===== src/rtl/fetch_unit.sv =====
// Instruction fetch: requests the word at PC, latches it into IR and presents decode fields.
// Latency: MEM_ACK edge to VALID high is 1 cycle; STALL=0 in hold returns to request on the next edge.
// Backpressure: STALL freezes IR/PC_OUT/VALID while holding; optional watchdog via FETCH_TIMEOUT_EN.
module fetch_unit #(
    parameter logic [31:0] RESET_PC    = 32'h0000_0000,
    parameter int unsigned TIMEOUT_CYC = 255
) (
    input  logic        CLK,
    input  logic        RST_N,
    input  logic        STALL,
    input  logic        BR_TAKEN,
    input  logic [31:0] BR_TARGET,
    output logic [31:0] MEM_ADDR,
    output logic        MEM_RD,
    input  logic [31:0] MEM_DATA,
    input  logic        MEM_ACK,
    output logic [31:0] PC_OUT,
    output logic [5:0]  OPCODE,
    output logic [4:0]  DIR_A,
    output logic [4:0]  DIR_B,
    output logic [4:0]  DIR_WRA,
    output logic [15:0] IMD,
    output logic        VALID,
    output logic        ERR
);

    typedef enum logic {
        S_REQ  = 1'b0,
        S_HOLD = 1'b1
    } state_t;

    // The watchdog counter is 8 bits wide, so the limit must fit in 1..255.
    if (TIMEOUT_CYC < 1 || TIMEOUT_CYC > 255) begin : g_bad_timeout
        $error("fetch_unit: TIMEOUT_CYC must be in 1..255");
    end

    state_t      state_q, state_d;
    logic [31:0] pc_q, pc_d;
    logic [31:0] ir_q, ir_d;
    logic [31:0] pc_out_q, pc_out_d;
    logic        valid_q, valid_d;
    logic        mem_rd_q, mem_rd_d;

`ifdef FETCH_TIMEOUT_EN
    localparam logic [7:0] WDOG_LAST = 8'(TIMEOUT_CYC - 1);

    logic [7:0] wdog_cnt_q, wdog_cnt_d;
    logic       retry_q, retry_d;
    logic       err_q, err_d;
`endif

    // Next-state logic: branch redirect wins over everything, then the per-state behaviour.
    always_comb begin
        state_d  = state_q;
        pc_d     = pc_q;
        ir_d     = ir_q;
        pc_out_d = pc_out_q;
        valid_d  = valid_q;
`ifdef FETCH_TIMEOUT_EN
        wdog_cnt_d = wdog_cnt_q;
        retry_d    = 1'b0;
        err_d      = err_q;
`endif
        if (BR_TAKEN) begin
            // Any data returned in this cycle belongs to the wrong path and is dropped.
            pc_d    = {BR_TARGET[31:2], 2'b00};
            valid_d = 1'b0;
            state_d = S_REQ;
`ifdef FETCH_TIMEOUT_EN
            wdog_cnt_d = 8'd0;
`endif
        end else begin
            unique case (state_q)
                S_REQ: begin
`ifdef FETCH_TIMEOUT_EN
                    if (retry_q) begin
                        // Back-off cycle after a timeout: no request is outstanding, so ACK is meaningless.
                        wdog_cnt_d = 8'd0;
                    end else if (MEM_ACK) begin
                        ir_d       = MEM_DATA;
                        pc_out_d   = pc_q;
                        pc_d       = pc_q + 32'd4;
                        valid_d    = 1'b1;
                        state_d    = S_HOLD;
                        wdog_cnt_d = 8'd0;
                    end else if (wdog_cnt_q == WDOG_LAST) begin
                        // Give up on this request, drop the strobe for one cycle, then re-issue the same PC.
                        err_d      = 1'b1;
                        wdog_cnt_d = 8'd0;
                        retry_d    = 1'b1;
                    end else begin
                        wdog_cnt_d = wdog_cnt_q + 8'd1;
                    end
`else
                    if (MEM_ACK) begin
                        ir_d     = MEM_DATA;
                        pc_out_d = pc_q;
                        pc_d     = pc_q + 32'd4;
                        valid_d  = 1'b1;
                        state_d  = S_HOLD;
                    end
`endif
                end
                S_HOLD: begin
                    if (!STALL) begin
                        valid_d = 1'b0;
                        state_d = S_REQ;
                    end
                end
                default: begin
                    state_d = S_REQ;
                end
            endcase
        end

        // Strobe is active-low: asserted (0) whenever the next cycle is a live request.
`ifdef FETCH_TIMEOUT_EN
        mem_rd_d = (state_d == S_HOLD) | retry_d;
`else
        mem_rd_d = (state_d == S_HOLD);
`endif
    end

    // State and datapath registers; reset abandons any outstanding request immediately.
    always_ff @(posedge CLK or negedge RST_N) begin
        if (!RST_N) begin
            state_q  <= S_REQ;
            pc_q     <= RESET_PC;
            ir_q     <= 32'd0;
            pc_out_q <= 32'd0;
            valid_q  <= 1'b0;
            mem_rd_q <= 1'b0;
        end else begin
            state_q  <= state_d;
            pc_q     <= pc_d;
            ir_q     <= ir_d;
            pc_out_q <= pc_out_d;
            valid_q  <= valid_d;
            mem_rd_q <= mem_rd_d;
        end
    end

`ifdef FETCH_TIMEOUT_EN
    // Watchdog registers; ERR stays set until the next reset.
    always_ff @(posedge CLK or negedge RST_N) begin
        if (!RST_N) begin
            wdog_cnt_q <= 8'd0;
            retry_q    <= 1'b0;
            err_q      <= 1'b0;
        end else begin
            wdog_cnt_q <= wdog_cnt_d;
            retry_q    <= retry_d;
            err_q      <= err_d;
        end
    end

    assign ERR = err_q;
`else
    assign ERR = 1'b0;
`endif

    assign MEM_ADDR = pc_q;
    assign MEM_RD   = mem_rd_q;
    assign PC_OUT   = pc_out_q;
    assign VALID    = valid_q;
    assign OPCODE   = ir_q[31:26];
    assign DIR_A    = ir_q[25:21];
    assign DIR_B    = ir_q[20:16];
    assign DIR_WRA  = ir_q[15:11];
    assign IMD      = ir_q[15:0];

endmodule


===== config.mk =====
export PLATFORM = sky130hd
export DESIGN_NAME = fetch_unit
export DESIGN_NICKNAME = d
export VERILOG_FILES = /design/src/rtl/fetch_unit.sv
export SDC_FILE = /design/constraint.sdc
export NUM_CORES = 1
export LEC_CHECK = 0
export ABC_AREA = 1
export BUFFER_PORTS_ARGS = -buffer_cell sky130_fd_sc_hd__buf_2
export CAP_MARGIN = 25
export CORE_AREA = 5 5 103 105
export CTS_BUF_LIST = sky130_fd_sc_hd__clkbuf_2
export CTS_CLUSTER_SIZE = 8
export DETAILED_ROUTE_END_ITERATION = 10
export DIE_AREA = 0 0 108 110
export GPL_ROUTABILITY_DRIVEN = 1
export PLACE_DENSITY = 0.85
export SLEW_MARGIN = 20
export SYNTH_ARGS = -nofsm -noshare
export SYNTH_HDL_FRONTEND = slang
export SYNTH_SLANG_ARGS = --single-unit

===== constraint.sdc =====
create_clock -name CLK -period 1.9 [get_ports CLK]
set_input_delay 0.475 -clock CLK [delete_from_list [all_inputs] [get_ports CLK]]
set_output_delay 0.475 -clock CLK [all_outputs]
set_load 0.02 [all_outputs]

==> impl_metrics.py, run 1 <==
metrics = {
    "status": {
        "status": "complete, no violations",
    },
    "global_route": {
        "grt_use_total": 0.232,
        "antenna_found_initial": 0,
        "grt-ovfl-total": 0,
        "grt_pass1_wl_um": 21800,
        "grt_start_max_net_pins": 60,
        "grt_pass1_vias": 4361,
    },
    "timing": {
        "period_share": 0.949,
        "fin_ws_ns": 0.0976,
        "fin_worst_skew_ns": 0.0297,
        "hold_viol_final": 0,
        "timing.setup.tns_ns": 0,
        "min_period_ns": 1.80,
        "timing.fmax_mhz": 555,
        "slew_violations": 0,
        "setup_viol": 0,
        "rsz0062_at_grt": "false",
        "whs_ns": 0.0841,
    },
    "place": {
        "port_buffers": 165,
        "place_congestion": 0.880,
        "place_area_um2": 5590,
        "dp_hpwl_um": 10200,
        "dp.cells": 873,
        "dp_slack_ns": 0.183,
    },
    "critical_path": {
        "r2r_end": "MEM_ADDR[26]",
        "max_stage_delay_ns": 0.55,
        "reg2reg_depth": 6,
        "start_kind": "flip-flop",
        "ff2ff_setup_slack_ns": 0.15,
        "critPathSlowestCell": "dfrtp_1",
        "worstSetupPathType": "flip-flop to primary output",
        "cp_max_fo": 6,
        "cp_num_buf_inv": 1,
        "cp.arrival_ns": 1.33,
        "required_ns": 1.42,
        "path_delay_family": "flip-flops",
        "worstSetupEndpointType": "primary output",
        "rr_startpoint": "MEM_ADDR[2]",
        "path_cells": "buf_2",
    },
    "synthesis": {
        "synth_cell_types": 36,
        "synth_edf_count": 0,
        "seq_area_frac_synth": 0.508,
        "synth_cells": 592,
        "yosys-top-cells-count": "nand2_1, dfrtp_1, nor2_1",
        "syn_area_per_cell_um2": 7.82,
        "synth-async-reset-ratio": 1.00,
        "yosys.area.top_type": "dfrtp_1",
        "yosys_warnings": 0,
        "synth_top_area_share": 0.508,
        "ys.flop_type": "dfrtp_1",
        "ys_ff_latch": 94,
        "syn_area_um2": 4630,
        "synth_area_leaders": "dfrtp_1, nand2_1, nor2_1",
        "yosys.cell_count.top_type": "nand2_1",
    },
    "hold_path": {
        "hp-class": "primary input to flip-flop",
        "min_path_cells": 3,
        "min_to": "ir_q[22]",
        "min_from": "MEM_DATA[22]",
    },
    "die": {
        "initial_utilization": 0.485,
        "dieArea_um2": 11900,
        "fp.dieH_um": 110,
        "ios": 173,
        "die_w_um": 108,
        "core_um2": 9550,
        "rows": 36,
    },
    "route": {
        "drt_iter0_drc": 356,
        "vias_per_cell": 5.02,
        "drt-wirelength-per-cell_um": 15.1,
        "antenna_left": 0,
        "route.vias.total": 4461,
        "drc": 0,
        "drtPass1Iterations": 5,
        "routed_wl_um": 13400,
    },
    "pwr": {
        "p_leak_nw": 3.10,
        "p_clk_frac": 0.213,
        "combPwrFrac": 0.295,
        "p_per_area_nw_per_um2": 901,
        "power.total_mw": 5.16,
        "max-vdd-ir-drop_v": 0.000397,
        "swShare": 0.374,
        "p_switching_mw": 1.93,
        "p_seq_frac": 0.492,
        "p_int_mw": 3.23,
    },
    "clock_network": {
        "cts.sinks": 94,
        "htree_num_levels": 3,
        "clk_latency_ns": 0.56,
        "cts_tree": "yes",
        "cts_resized": 0,
        "path_clk_slew_ns": 0.26,
        "clockBufferDepth": 2,
        "cts_root_buf": "clkbuf_2",
        "numCtsBuffers": 9,
        "cts_setup_buffers": 0,
    },
    "layout": {
        "area_growth_pct": 23.7,
        "register_area_um2": 2350,
        "final_cell_area_um2": 5730,
        "fin_cells": 889,
        "final_util": 0.600,
        "drive_above_1_share": 0.287,
        "multiInputGateArea_um2": 1940,
        "n_antenna_cell": 0,
        "layout.nets": 822,
        "fillers": 937,
    },
    "job": {
        "maxCapViolCount": 0,
    },
}
## what timing repair did
action,4_1_cts,5_1_grt
endpoints found under the setup margin,0,0
hold buffers,1,0
hold endpoints to repair,28,0
## sequential cells by signal, summed over array words and instances, names as in the netlist
| register | count |
|---|---|
| VALID | 1 |
| ir_q | 32 |
| MEM_ADDR | 30 |
| MEM_RD | 1 |
| PC_OUT | 30 |
## layout make-up
class	instances	share of cell area
clock inverter	6	0.0151
multi-input combinational	427	0.340
timing repair buffer	177	0.170
inverter	43	0.0282
clock buffer	9	0.00787
tap	133	0.0291
sequential	94	0.411
## cell families (layout without fill, tap and decap cells)
family	count (synthesis)	count (layout)	synth area share
other	1	5	0.000810
DFF	94	94	0.508
and+or+nand+nor	359	359	0.335
buffers and inverters	75	235	0.0754
adders and majority gates	1	1	0.00270
AOI/OAI and AO/OA	60	60	0.0746
xor gates and xnor gates	2	2	0.00378
## worst min-delay path, cell delays in order
cell,delay (ns)
buf_2,0.07
nand2_1,0.04
nand2_1,0.05
## cell usage in the layout (no fill, tap or decap), types with 2 or more instances in the layout
| master | instances |
|---|---|
| o221ai_1 | 4 |
| nand2_1 | 229 |
| buf_2 | 164 |
| bufinv_16 | 2 |
| inv_2 | 3 |
| nand3_1 | 37 |
| buf_12 | 4 |
| nor2_2 | 5 |
| nand3b_1 | 6 |
| o22ai_1 | 2 |
| a31oi_1 | 2 |
| nor2_4 | 6 |
| nand2_2 | 8 |
| xor2_1 | 2 |
| clkinv_1 | 2 |
| nor2_1 | 54 |
| clkbuf_2 | 9 |
| nand4_1 | 9 |
| conb_1 | 5 |
| o21ai_0 | 38 |
| dfrtp_1 | 94 |
| inv_1 | 39 |
| buf_4 | 8 |
| a21oi_1 | 8 |
## per-layer routing
metal	up-vias	share of wire	global-route usage
met5	-	0	0
met4	0	0.015	0.0730
met3	17	0.078	0.0437
met2	175	0.46	0.382
met1	2090	0.45	0.311
li1	2179	-	-
## how the worst max path moves through the flow
stage                              end  cells past startpoint  slack, ns          from
final                     MEM_ADDR[15]                      1        0.1  MEM_ADDR[15]
after CTS                 MEM_ADDR[13]                      2       0.04  MEM_ADDR[13]
after floorplan           MEM_ADDR[28]                     10       0.34   MEM_ADDR[2]
after detailed placement  MEM_ADDR[26]                      6       0.18   MEM_ADDR[2]
after global routing      MEM_ADDR[26]                      7      0.004   MEM_ADDR[2]
after global placement    MEM_ADDR[26]                      6       0.24   MEM_ADDR[2]
## power groups by stage
| stage | clock network (mW) | registers (mW) | logic, mW |
|---|---|---|---|
| final | 1.10 | 2.54 | 1.52 |
| after global routing | 1.22 | 2.59 | 1.68 |
| after CTS | 1.14 | 2.53 | 1.54 |
| after detailed placement | 0 | 2.57 | 1.54 |
| after global placement | 0 | 2.55 | 1.51 |
| after floorplan | 0 | 2.94 | 0.544 |
Note: power is estimated with default switching activity, not from simulation.
==> inputs of run 2 (changes only) <==
CORE_AREA = 5 5 102 104   (was 5 5 103 105)
DIE_AREA = 0 0 107 109   (was 0 0 108 110)
PLACE_DENSITY = 0.87   (was 0.85)
==> run 2 against run 1 <==
Compared with the run above:
- clock skew is 0.018 ns higher
- non-clock buffer count is 1 higher
- sequential cell count stayed put
- register-to-register slack hardly changed
- maximum frequency is 1.7% higher
==> impl_metrics.py, run 2 (same netlist as run 1, synthesis figures left out) <==
metrics = {
    "layout": {
        "layout.nets": 823,
        "drive_above_1_share": 0.288,
        "final_common_cell": "nand2_1",
        "area_growth_pct": 22.2,
        "top_register": "ir_q",
        "final_cell_mix": "nand2_1, buf_2, dfrtp_1",
        "largest_reg_flops": 32,
    },
    "route": {
        "drt-wirelength-per-cell_um": 15.2,
        "routed_wl_um": 13200,
        "antenna_left": 0,
        "vias_per_cell": 5.06,
        "route.vias.total": 4413,
        "drtPass1Iterations": 6,
        "drt_iter0_drc": 389,
        "drc": 0,
    },
    "status": {
        "status": "complete, no violations",
    },
    "global_route": {
        "grt_pass1_vias": 4304,
        "grt_start_max_net_pins": 60,
        "grt_use_total": 0.230,
        "grt-ovfl-total": 0,
        "antenna_found_initial": 1,
        "grt_pass1_wl_um": 21000,
    },
    "timing": {
        "setup_viol": 0,
        "rsz0062_at_grt": "false",
        "period_share": 0.933,
        "timing.setup.tns_ns": 0,
        "hold_viol_final": 0,
        "whs_ns": 0.111,
        "fin_ws_ns": 0.127,
        "min_period_ns": 1.77,
        "fin_worst_skew_ns": 0.0475,
        "slew_violations": 0,
        "timing.fmax_mhz": 564,
    },
    "place": {
        "place_congestion": 0.936,
        "port_buffers": 165,
        "dp_slack_ns": 0.228,
        "dp_hpwl_um": 10100,
    },
    "pwr": {
        "power.total_mw": 4.93,
        "p_leak_nw": 3.08,
        "p_per_area_nw_per_um2": 871,
        "max-vdd-ir-drop_v": 0.000471,
    },
    "die": {
        "ios": 173,
        "core_um2": 9460,
        "fp.dieH_um": 109,
        "die_w_um": 107,
        "initial_utilization": 0.490,
        "dieArea_um2": 11700,
        "rows": 36,
    },
    "job": {
        "maxCapViolCount": 0,
    },
    "clock_network": {
        "cts_root_buf": "clkbuf_2",
        "cts.sinks": 94,
        "numCtsBuffers": 9,
        "clockBufferDepth": 2,
        "path_clk_slew_ns": 0.29,
        "cts_tree": "yes",
        "htree_num_levels": 3,
        "clk_latency_ns": 0.55,
        "cts_resized": 0,
    },
    "critical_path": {
        "cp.arrival_ns": 1.30,
        "path_cells": "buf_2",
        "max_stage_delay_ns": 0.53,
        "worstSetupEndpointType": "primary output",
        "required_ns": 1.42,
        "start_kind": "flip-flop",
        "worstSetupPathType": "flip-flop to primary output",
        "critPathSlowestCell": "dfrtp_1",
        "path_delay_family": "flip-flops",
        "cp_num_buf_inv": 1,
        "cp_max_fo": 7,
    },
    "hold_path": {
        "hp-class": "primary input to flip-flop",
    },
}
[run 2: worst paths after layout]
| kind | start | end | slack (ns) | cells past startpoint |
|---|---|---|---|---|
| min reg2reg | ir_q[17] | ir_q[17] | 0.50 | 2 |
| max | MEM_ADDR[4] | MEM_ADDR[4] | 0.13 | 1 |
| min | MEM_DATA[4] | ir_q[4] | 0.11 | 3 |
| min in group asynchronous | RST_N | MEM_ADDR[5] | 0.35 | 2 |
| max in group asynchronous | RST_N | ir_q[14] | 0.93 | 3 |
| max reg2reg | MEM_ADDR[2] | MEM_ADDR[18] | 0.14 | 7 |
[run 2: stage by stage]
step           instance area, µm²  instances   util
3_3_place_gp                 5550        854  0.587
6_report                     5660        872  0.598
3_5_place_dp                 5550        854  0.587
5_1_grt                      5660        872  0.598
4_1_cts                      5650        870  0.597
2_1_floorplan                4650        596      -
[run 2: layer usage]
layer / share of wire / track usage / vias to the layer above / wire length, µm
met3: 0.079 / 0.0497 / 31 / 1050
met2: 0.46 / 0.381 / 193 / 6130
li1: - / - / 2178 / -
met5: 0 / 0 / - / 0
met1: 0.43 / 0.293 / 2011 / 5650
met4: 0.029 / 0.0995 / 0 / 387
[run 2: cell type report]
| type | count | area (µm²) |
|---|---|---|
| repair buffers | 178 | 966 |
| diodes | 1 | 2.50 |
| multi-input cells | 427 | 1940 |
| inverters | 43 | 161 |
| well taps | 114 | 143 |
| clock buffers | 9 | 45.0 |
| fillers | 910 | 3800 |
| flip-flops and latches | 94 | 2350 |
| clock inverters | 6 | 46.3 |
[run 2: power breakdown]
group / switching, mW / internal [mW] / leakage (nW)
Clock: 0.697 / 0.176 / 0.0564
Combinational: 1.02 / 0.494 / 1.87
Sequential: 0.233 / 2.31 / 1.16
Total: 1.95 / 2.98 / 3.08
[run 2: repair_timing]
item,4_1_cts,5_1_grt
hold endpoints to repair,29,0
buffers inserted,0,1
hold buffers,1,0
endpoints found under the setup margin,0,1
